[src/rtl/wshb_arb_pkg.sv]
`default_nettype none
// ============================================================================
// Module      : wshb_arb_pkg
// Description : Shared types and constants for the Wishbone round-robin
//               arbiter (state encoding, Wishbone cycle-type codes, limits).
// Revision    : 1.0 - initial release
// ============================================================================
package wshb_arb_pkg;

  typedef enum logic [1:0] {
    IDLE    = 2'd0,
    GRANT   = 2'd1,
    RELEASE = 2'd2
  } arb_state_t;

  // Wishbone registered-feedback cycle type identifiers
  localparam logic [2:0] CTI_CLASSIC = 3'b000;
  localparam logic [2:0] CTI_INCR    = 3'b010;
  localparam logic [2:0] CTI_EOB     = 3'b111;

  localparam int NREQ_MAX = 8;

endpackage : wshb_arb_pkg
`default_nettype wire

[src/rtl/wshb_rr_picker.sv]
`default_nettype none
// ============================================================================
// Module      : wshb_rr_picker
// Description : Combinational round-robin winner selection. Searches the
//               request vector starting one position after the previous
//               owner and wrapping around, so the previous owner is the
//               lowest-priority candidate.
// Ports       : req  [NREQ] in  - pending requests
//               last [NREQ] in  - previous owner, one-hot
//               next [NREQ] out - selected winner, one-hot (0 if no request)
// Revision    : 1.0 - initial release
// ============================================================================
module wshb_rr_picker #(
  parameter int NREQ = 3
) (
  input  logic [NREQ-1:0] req,
  input  logic [NREQ-1:0] last,
  output logic [NREQ-1:0] next
);

  logic [NREQ-1:0]   w_upper;
  logic [2*NREQ-1:0] w_dbl;
  logic              w_found;

  // last | (last-1) covers every position at or below the previous owner;
  // its complement keeps only requesters strictly after it.
  assign w_upper = req & ~(last | (last - NREQ'(1)));

  // Lower half: requesters after the previous owner. Upper half: the full
  // request vector, providing the wrap-around (owner itself comes last).
  assign w_dbl = {req, w_upper};

  always_comb begin
    next    = '0;
    w_found = 1'b0;
    for (int i = 0; i < 2*NREQ; i++) begin
      if (w_dbl[i] && !w_found) begin
        next[i % NREQ] = 1'b1;
        w_found        = 1'b1;
      end
    end
  end

endmodule : wshb_rr_picker
`default_nettype wire

[src/rtl/wshb_rr_arbiter.sv]
`default_nettype none
// ============================================================================
// Module      : wshb_rr_arbiter
// Description : Round-robin arbiter placing NREQ Wishbone masters onto one
//               shared slave port. Registered one-hot grant, one idle
//               RELEASE cycle between owners, slave responses routed to the
//               owner only, read data broadcast.
//               Optional macro WSHB_ARB_PREEMPT_EN: an owner that has held
//               the bus for MAX_HOLD cycles while others wait is released at
//               the next acked classic or end-of-burst access.
// Ports       : clk, rst_n (async active-low)
//               s_cyc/s_stb/s_we [NREQ], s_adr [NREQ*ADR_W],
//               s_dat_ms [NREQ*DAT_W], s_sel [NREQ*DAT_W/8],
//               s_cti [NREQ*3], s_bte [NREQ*2]          - from masters
//               s_ack/s_err/s_rty [NREQ], s_dat_sm [DAT_W] - to masters
//               m_cyc/m_stb/m_we, m_adr, m_dat_ms, m_sel, m_cti, m_bte - to slave
//               m_ack/m_err/m_rty, m_dat_sm              - from slave
//               grant [NREQ] - one-hot current owner, 0 when idle
// Revision    : 1.0 - initial release
// ============================================================================
module wshb_rr_arbiter
  import wshb_arb_pkg::*;
#(
  parameter int NREQ     = 3,
  parameter int ADR_W    = 32,
  parameter int DAT_W    = 32,
  parameter int MAX_HOLD = 256
) (
  input  logic                      clk,
  input  logic                      rst_n,
  input  logic [NREQ-1:0]           s_cyc,
  input  logic [NREQ-1:0]           s_stb,
  input  logic [NREQ-1:0]           s_we,
  input  logic [NREQ*ADR_W-1:0]     s_adr,
  input  logic [NREQ*DAT_W-1:0]     s_dat_ms,
  input  logic [NREQ*(DAT_W/8)-1:0] s_sel,
  input  logic [NREQ*3-1:0]         s_cti,
  input  logic [NREQ*2-1:0]         s_bte,
  output logic [NREQ-1:0]           s_ack,
  output logic [NREQ-1:0]           s_err,
  output logic [NREQ-1:0]           s_rty,
  output logic [DAT_W-1:0]          s_dat_sm,
  output logic                      m_cyc,
  output logic                      m_stb,
  output logic                      m_we,
  output logic [ADR_W-1:0]          m_adr,
  output logic [DAT_W-1:0]          m_dat_ms,
  output logic [DAT_W/8-1:0]        m_sel,
  output logic [2:0]                m_cti,
  output logic [1:0]                m_bte,
  input  logic                      m_ack,
  input  logic                      m_err,
  input  logic                      m_rty,
  input  logic [DAT_W-1:0]          m_dat_sm,
  output logic [NREQ-1:0]           grant
);

  localparam int SEL_W = DAT_W / 8;
  // Reset owner is the highest index so requester 0 wins first.
  localparam logic [NREQ-1:0] OWNER_RST = {1'b1, {(NREQ-1){1'b0}}};

  if (NREQ < 2 || NREQ > NREQ_MAX) begin : g_chk_nreq
    $error("wshb_rr_arbiter: NREQ out of range");
  end
  if (MAX_HOLD < 1) begin : g_chk_hold
    $error("wshb_rr_arbiter: MAX_HOLD must be at least 1");
  end

  arb_state_t      r_state, w_state_nxt;
  logic [NREQ-1:0] r_owner, w_owner_nxt;
  logic [NREQ-1:0] r_grant, w_grant_nxt;
  logic [NREQ-1:0] w_pick;
  logic            w_owner_cyc;
  logic            w_preempt;

  wshb_rr_picker #(.NREQ(NREQ)) u_picker (
    .req  (s_cyc),
    .last (r_owner),
    .next (w_pick)
  );

  assign w_owner_cyc = |(s_cyc & r_grant);

`ifdef WSHB_ARB_PREEMPT_EN
  localparam int              HOLD_W   = $clog2(MAX_HOLD + 1);
  localparam logic [HOLD_W-1:0] HOLD_MAX = HOLD_W'(MAX_HOLD);

  logic [HOLD_W-1:0] r_hold_cnt;

  // Zero whenever not granted, so the first GRANT cycle reads 0.
  always_ff @(posedge clk or negedge rst_n) begin
    if (!rst_n) begin
      r_hold_cnt <= '0;
    end else if (r_state != GRANT) begin
      r_hold_cnt <= '0;
    end else if (r_hold_cnt != HOLD_MAX) begin
      r_hold_cnt <= r_hold_cnt + HOLD_W'(1);
    end
  end

  // Only a classic or end-of-burst acked beat is a safe cut point; an
  // incrementing burst is never split.
  assign w_preempt = (r_state == GRANT) && (r_hold_cnt == HOLD_MAX) &&
                     (|(s_cyc & ~r_grant)) && m_ack &&
                     ((m_cti == CTI_CLASSIC) || (m_cti == CTI_EOB));
`else
  assign w_preempt = 1'b0;
`endif

  always_ff @(posedge clk or negedge rst_n) begin
    if (!rst_n) begin
      r_state <= IDLE;
      r_owner <= OWNER_RST;
      r_grant <= '0;
    end else begin
      r_state <= w_state_nxt;
      r_owner <= w_owner_nxt;
      r_grant <= w_grant_nxt;
    end
  end

  // RELEASE arbitrates exactly like IDLE; it exists to force one cycle with
  // grant=0 between consecutive owners.
  always_comb begin
    w_state_nxt = r_state;
    w_owner_nxt = r_owner;
    w_grant_nxt = r_grant;
    case (r_state)
      IDLE, RELEASE: begin
        if (|s_cyc) begin
          w_state_nxt = GRANT;
          w_owner_nxt = w_pick;
          w_grant_nxt = w_pick;
        end else begin
          w_state_nxt = IDLE;
          w_grant_nxt = '0;
        end
      end
      GRANT: begin
        if (!w_owner_cyc || w_preempt) begin
          w_state_nxt = RELEASE;
          w_grant_nxt = '0;
        end
      end
      default: begin
        w_state_nxt = IDLE;
        w_grant_nxt = '0;
      end
    endcase
  end

  // Owner-to-slave mux, gated by the registered grant (all zero when idle).
  always_comb begin
    m_cyc    = 1'b0;
    m_stb    = 1'b0;
    m_we     = 1'b0;
    m_adr    = '0;
    m_dat_ms = '0;
    m_sel    = '0;
    m_cti    = '0;
    m_bte    = '0;
    for (int i = 0; i < NREQ; i++) begin
      if (r_grant[i]) begin
        m_cyc    = s_cyc[i];
        m_stb    = s_stb[i];
        m_we     = s_we[i];
        m_adr    = s_adr[i*ADR_W +: ADR_W];
        m_dat_ms = s_dat_ms[i*DAT_W +: DAT_W];
        m_sel    = s_sel[i*SEL_W +: SEL_W];
        m_cti    = s_cti[i*3 +: 3];
        m_bte    = s_bte[i*2 +: 2];
      end
    end
  end

  assign s_ack    = r_grant & {NREQ{m_ack}};
  assign s_err    = r_grant & {NREQ{m_err}};
  assign s_rty    = r_grant & {NREQ{m_rty}};
  assign s_dat_sm = m_dat_sm;
  assign grant    = r_grant;

endmodule : wshb_rr_arbiter
`default_nettype wire

[config.mk]
export PLATFORM = sky130hd
export DESIGN_NAME = wshb_rr_arbiter
export DESIGN_NICKNAME = d
export VERILOG_FILES = /design/src/rtl/wshb_arb_pkg.sv /design/src/rtl/wshb_rr_picker.sv /design/src/rtl/wshb_rr_arbiter.sv
export SDC_FILE = /design/constraint.sdc
export NUM_CORES = 1
export LEC_CHECK = 0
export BUFFER_PORTS_ARGS = -buffer_cell sky130_fd_sc_hd__buf_4
export CORE_AREA = 2 2 149 151
export DETAILED_ROUTE_END_ITERATION = 8
export DIE_AREA = 0 0 151 153
export GPL_ROUTABILITY_DRIVEN = 0
export PLACE_DENSITY = 0.35
export SLEW_MARGIN = 20
export SYNTH_ARGS = -nofsm -noshare
export SYNTH_HDL_FRONTEND = slang
export SYNTH_SLANG_ARGS = --single-unit
[constraint.sdc]
create_clock -name clk -period 1.3 [get_ports clk]
set_input_delay 0.13 -clock clk [delete_from_list [all_inputs] [get_ports clk]]
set_output_delay 0.13 -clock clk [all_outputs]
set_load 0.005 [all_outputs]
=== Yosys cells after proc, flatten, opt, wreduce, memory -nomap -nowiden ===
Cells that the tools add are included.

* Bits of input ports: 265
* Flip-flop bits (word level): 8
* Word-level logic and storage cells: 69

* Add/sub/neg operators: 1
* Multiplexer cells: 40
* Reduce and logical (&&, ||, !) cells: 15
* Bitwise logic cells: 7
* Equality and inequality tests: 3

{| class="wikitable"
|+ Operators with widths
! operator !! number
|-
| $mux 32 || 6
|-
| $mux 1 || 20
|-
| $and 3x3->3 || 5
|-
| $mux 3 || 5
|-
| $mux 4 || 3
|-
| $mux 2 || 4
|-
| $pmux 3 s2 || 1
|-
| $reduce_or 3->1 || 2
|-
| $logic_and 1x1->1 || 5
|-
| $logic_not 1->1 || 5
|-
| $pmux 2 s2 || 1
|-
| $not 3->3 || 1
|-
| $or 3x3->3 || 1
|-
| $sub 3x1->3 const B || 1
|-
| $eq 2x1->1 const B || 1
|-
| $eq 2x2->1 const B || 1
|-
| $logic_not 2->1 || 1
|-
| $ne 2x2->1 const B || 1
|-
| $reduce_and 2->1 || 1
|-
| $reduce_or 2->1 || 1
|}

=== Longest topological paths before layout ===
* Depth after elaboration: 22
* Mapped depth: 5

=== Cells and area by module ===
From an unflattened synthesis, not the netlist that was laid out.

* Cell total of the unflattened synthesis: 339
* Area, all modules: 2,123.3 µm²

{| class="wikitable"
|+ Modules (own cells, without submodules)
! module !! cells an instance !! instances !! area an instance (µm²) !! sequential area each (µm²)
|-
| wshb_rr_arbiter || 328 || 1 || 2,057.0 || 201.4
|-
| wshb_rr_picker || 11 || 1 || 66.3 || 0.0
|}

=== Worst setup path before layout ===
Ideal clock, no wire load.

* Path kind: register to register
* Start point: register r_grant[2], in the netlist grant[2]
* End point: register r_state[0]
* Cell stages (with the launch flop): 5
* Arrival: 1.248 ns
* Buffers on the path: 1
* Path slack: -0.073 ns
* Setup time: 0.124 ns
* Clock period less this slack: 1.373 ns
* Cell sequence: dfrtp_1 > buf_4 > a222oi_1 > nor3_1 > or2_1

* Longest elaborated chain between the ends: 3

{| class="wikitable"
|+ RTL lines
! element !! RTL line !! text
|-
| from (decl) || wshb_rr_arbiter.sv:71 || <nowiki>logic [NREQ-1:0] r_grant, w_grant_nxt;</nowiki>
|-
| from (signal assigned) || wshb_rr_arbiter.sv:118 || <nowiki>r_grant <= w_grant_nxt;</nowiki>
|-
| $and 3x3->3 || wshb_rr_arbiter.sv:82 || <nowiki>assign w_owner_cyc = |(s_cyc & r_grant);</nowiki>
|-
| $reduce_or 3->1 || wshb_rr_arbiter.sv:82 ||
|-
| $ne 2x2->1 (no line) || -- ||
|-
| to (signal assigned) || wshb_rr_arbiter.sv:116 || <nowiki>r_state <= w_state_nxt;</nowiki>
|-
| to (decl) || wshb_rr_arbiter.sv:69 || <nowiki>arb_state_t r_state, w_state_nxt;</nowiki>
|}

Every way passes these cells.
A chain may end at the register's enable or synchronous reset.

=== Final worst setup path ===
* Start point: register r_grant[1], in the netlist grant[1]
* End point: output port m_cti[2]

* Longest elaborated chain between the ends: 2

{| class="wikitable"
|+ RTL lines
! element !! RTL line !! text
|-
| $mux 3 (2 in a row) || wshb_rr_arbiter.sv:163 || <nowiki>if (r_grant[i]) begin</nowiki>
|-
| to (decl) || wshb_rr_arbiter.sv:49 || <nowiki>output logic [2:0] m_cti,</nowiki>
|}

Every way passes these cells.

==> impl_metrics.env <==
export IMPL_cts_reportedPaths_clkPinSlew_ns=0.04
export IMPL_synth_edff_count=0
export IMPL_post_synth_cell_area_avg_um2=6.13
export IMPL_setup_repair_after_global_routing_missed_its_margin="true"
export IMPL_most_common_cell_after_layout_fill_and_taps_aside="sky130_fd_sc_hd__buf_4"
export IMPL_worst_r2r_cell_count=5
export IMPL_dr_pass1_iters=4
export IMPL_criticalPathCategory="reg -> out"
export IMPL_area_delta_synth_final_pct=166
export IMPL_floorplan_initialDensity_pct=9.76
export IMPL_io_buffers=320
export IMPL_postSynth_asyncResetShare_pct=100
export IMPL_reg2reg_setup_slack_ns=-0.25
export IMPL_max_slew_worst_pin_slew_ns=0.336
export IMPL_post_route_worst_setup_slack_ns=-0.394
export IMPL_wl_per_cell_um=17.2
export IMPL_drt_first_iter_violations=128
export IMPL_switching_share_pct=40.7
export IMPL_die_width_um=151
export IMPL_p_per_area_nw_per_um2=1570
export IMPL_routed_via_density=4.14
export IMPL_syn_area_um2=2100
export IMPL_design_portCount=385
export IMPL_synth_top_area_cell="sky130_fd_sc_hd__a22oi_1"
export IMPL_chipHeight_um=153
export IMPL_placement_setup_worst_slack_ns=-0.241
export IMPL_irDropWorstVdd_mv=0.612
export IMPL_switching_power_mw=3.58
export IMPL_seqPwrFrac_pct=5.5
export IMPL_htree_levels=1
export IMPL_detail_route_drc_violations=0
export IMPL_fin_skew_ns=0.000576
export IMPL_drv_max_cap_violation_count=0
export IMPL_violations="negative setup slack"
export IMPL_pwr_share_clk_pct=6.3
export IMPL_crit_fanout=5
export IMPL_sequential_area_share_after_synthesis_pct=9.61
export IMPL_ctsRootBufferMaster="sky130_fd_sc_hd__clkbuf_16"
export IMPL_synth_fp_nets=607
export IMPL_core_area_um2=21500
export IMPL_via_count=3895
export IMPL_final_cell_mix="sky130_fd_sc_hd__buf_4, sky130_fd_sc_hd__nand2_1, sky130_fd_sc_hd__o21ai_1"
export IMPL_status="finished, violations left"
export IMPL_globalRoute_totalOverflow=0
export IMPL_dp_cells=906
export IMPL_final_min_period_over_clock_period_pct=130
export IMPL_drt_antenna_violating_nets=0
export IMPL_standby_leakage_power_nw=2.60
export IMPL_grt_total_usage_pct=12.0
export IMPL_crit_required_ns=1.17
export IMPL_syn_inst_count=342
export IMPL_period_needed_ns=1.69
export IMPL_setup_worst_path_end_class="primary output"
export IMPL_first_global_vias=3787
export IMPL_hold_violations=0
export IMPL_dominantRegCellSynth="sky130_fd_sc_hd__dfrtp_1"
export IMPL_fin_cells=941
export IMPL_cellInternalPower_mw=5.21
export IMPL_post_synth_num_cell_types=27
export IMPL_synth_seq_cells=8
export IMPL_cts_path_max_buffers=2
export IMPL_grt_start_max_net_pins=40
export IMPL_cts_tree="yes"
export IMPL_numClockSinks=8
export IMPL_timing_rr_start="grant[2]$_DFFE_PN0P_"
export IMPL_hold_ws_ns=0.254
export IMPL_timing_slew_headroom_pct=77.6
export IMPL_min_delay_path_class="in -> async"
export IMPL_worst_skew_pair_latency_ns=0.24
export IMPL_layout_cells_sized_above_1_pct=64.4
export IMPL_pwr_share_comb_pct=88.2
export IMPL_dp_hpwl_um=11400
export IMPL_r2r_end="grant[0]$_DFFE_PN0P_"
export IMPL_floorplan_rows=54
export IMPL_finalPower_mw=8.79
export IMPL_antenna_cells=0
export IMPL_tritoncts_num_buffers=3
export IMPL_critical_path_startpoint_type="flop"
export IMPL_max_clock_freq_mhz=590
export IMPL_critical_path_arrival_ns=1.56
export IMPL_synth_area_leaders="sky130_fd_sc_hd__a22oi_1, sky130_fd_sc_hd__o21ai_0, sky130_fd_sc_hd__buf_4, sky130_fd_sc_hd__nand2_1, sky130_fd_sc_hd__dfrtp_1"
export IMPL_finalSetupViolations=92
export IMPL_ys_warnings_count=0
export IMPL_netlist_area_leader_share_pct=26.5
export IMPL_drt_total_wl_um=16200
export IMPL_grt_first_pass_wirelength_um=21500
export IMPL_number_of_antenna_violations_at_the_first_check_in_global_routing=0
export IMPL_die_area_um2=23100
export IMPL_design_final_nets=927
export IMPL_finalMaxSlewViolations=0
-- timing repair --
item,CTS,global route
setup buffers,10,9
endpoints found under the hold margin,8,0
pin swaps,3,16
setup endpoints to repair,91,93
cloned,5,6
hold buffers,1,0
gates resized for setup,119,40
-- Yosys cell counts, types with 3 or more instances --
library cell / n
sky130_fd_sc_hd__nand2_1: 77
sky130_fd_sc_hd__dfrtp_1: 7
sky130_fd_sc_hd__nor2_1: 3
sky130_fd_sc_hd__and2_1: 9
sky130_fd_sc_hd__buf_2: 11
sky130_fd_sc_hd__o21ai_0: 79
sky130_fd_sc_hd__buf_4: 40
sky130_fd_sc_hd__a22oi_1: 74
sky130_fd_sc_hd__inv_1: 3
sky130_fd_sc_hd__nor2b_1: 3
sky130_fd_sc_hd__clkbuf_1: 15
-- worst max-delay path by stage --
stage	depth (start not counted)	slack (ns)	from	end
global placement	5	-0.25	grant[1]$_DFFE_PN0P_	m_dat_ms[22]
global route	6	-0.47	grant[1]$_DFFE_PN0P_	m_cti[2]
finish	6	-0.39	grant[1]$_DFFE_PN0P_	m_cti[2]
CTS	5	-0.41	grant[1]$_DFFE_PN0P_	m_dat_ms[22]
floorplan	4	-0.05	grant[2]$_DFFE_PN0P_	r_state[0]$_DFFE_PN0P_
detailed placement	5	-0.24	grant[1]$_DFFE_PN0P_	m_dat_ms[22]
-- through the flow --
| stage | utilization, % | instance area [um^2] | setup TNS, ns |
|---|---|---|---|
| finish | 26.0 | 5590 | -28.19 |
| floorplan | - | 2100 | -0.103 |
| detailed placement | 22.2 | 4780 | -7.60 |
| global placement | 22.2 | 4780 | -6.12 |
| CTS | 24.4 | 5230 | -25.16 |
| global route | 26.0 | 5590 | -34.80 |
-- sequential cells by signal, indices dropped and copies added, names as in the netlist --
name / flops
grant: 3
r_owner: 3
r_state: 2
-- power by group through the flow --
stage | Sequential, mW | Clock (mW) | Combinational, mW
floorplan | 0.463 | 0 | 2.42
global placement | 0.466 | 0 | 5.92
CTS | 0.478 | 0.568 | 7.03
global route | 0.504 | 0.577 | 8.41
finish | 0.482 | 0.553 | 7.76
detailed placement | 0.464 | 0 | 5.95
-- logic make-up (layout without fill, tap and decap cells) --
family | count (synthesis) | count (layout) | share of synthesized area (%)
flip-flops | 8 | 8 | 9.61
AND/OR/NAND/NOR | 102 | 102 | 21.1
AO/OA/AOI/OAI | 163 | 163 | 49.1
buffers and inverters | 69 | 388 | 20.2
-- critical path: stages, from the launching register on --
cell and delay [ns]:
sky130_fd_sc_hd__dfrtp_2 0.42, sky130_fd_sc_hd__nor2b_4 0.24, sky130_fd_sc_hd__buf_6 0.17, sky130_fd_sc_hd__clkbuf_16 0.15
sky130_fd_sc_hd__a22oi_1 0.07, sky130_fd_sc_hd__o21ai_1 0.13, sky130_fd_sc_hd__buf_4 0.13
-- area by class of cell --
cell class	count	area, um^2
Inverter	3	11.3
Sequential cell	8	206
Multi-Input combinational cell	265	1640
Timing Repair Buffer	381	3300
Clock buffer	4	78.8
Tap cell	280	350
Fill cell	2376	15900
-- metal layers --
| layer | up-vias | global-route usage [%] | share of wire, % |
|---|---|---|---|
| met5 | - | 0 | 0 |
| met4 | 0 | 3.74 | 2.5 |
| met3 | 32 | 1.97 | 7.3 |
| met2 | 198 | 22.4 | 52 |
| met1 | 1799 | 13.6 | 39 |
| li1 | 1866 | - | - |
Power figures use the tool's default switching activity.
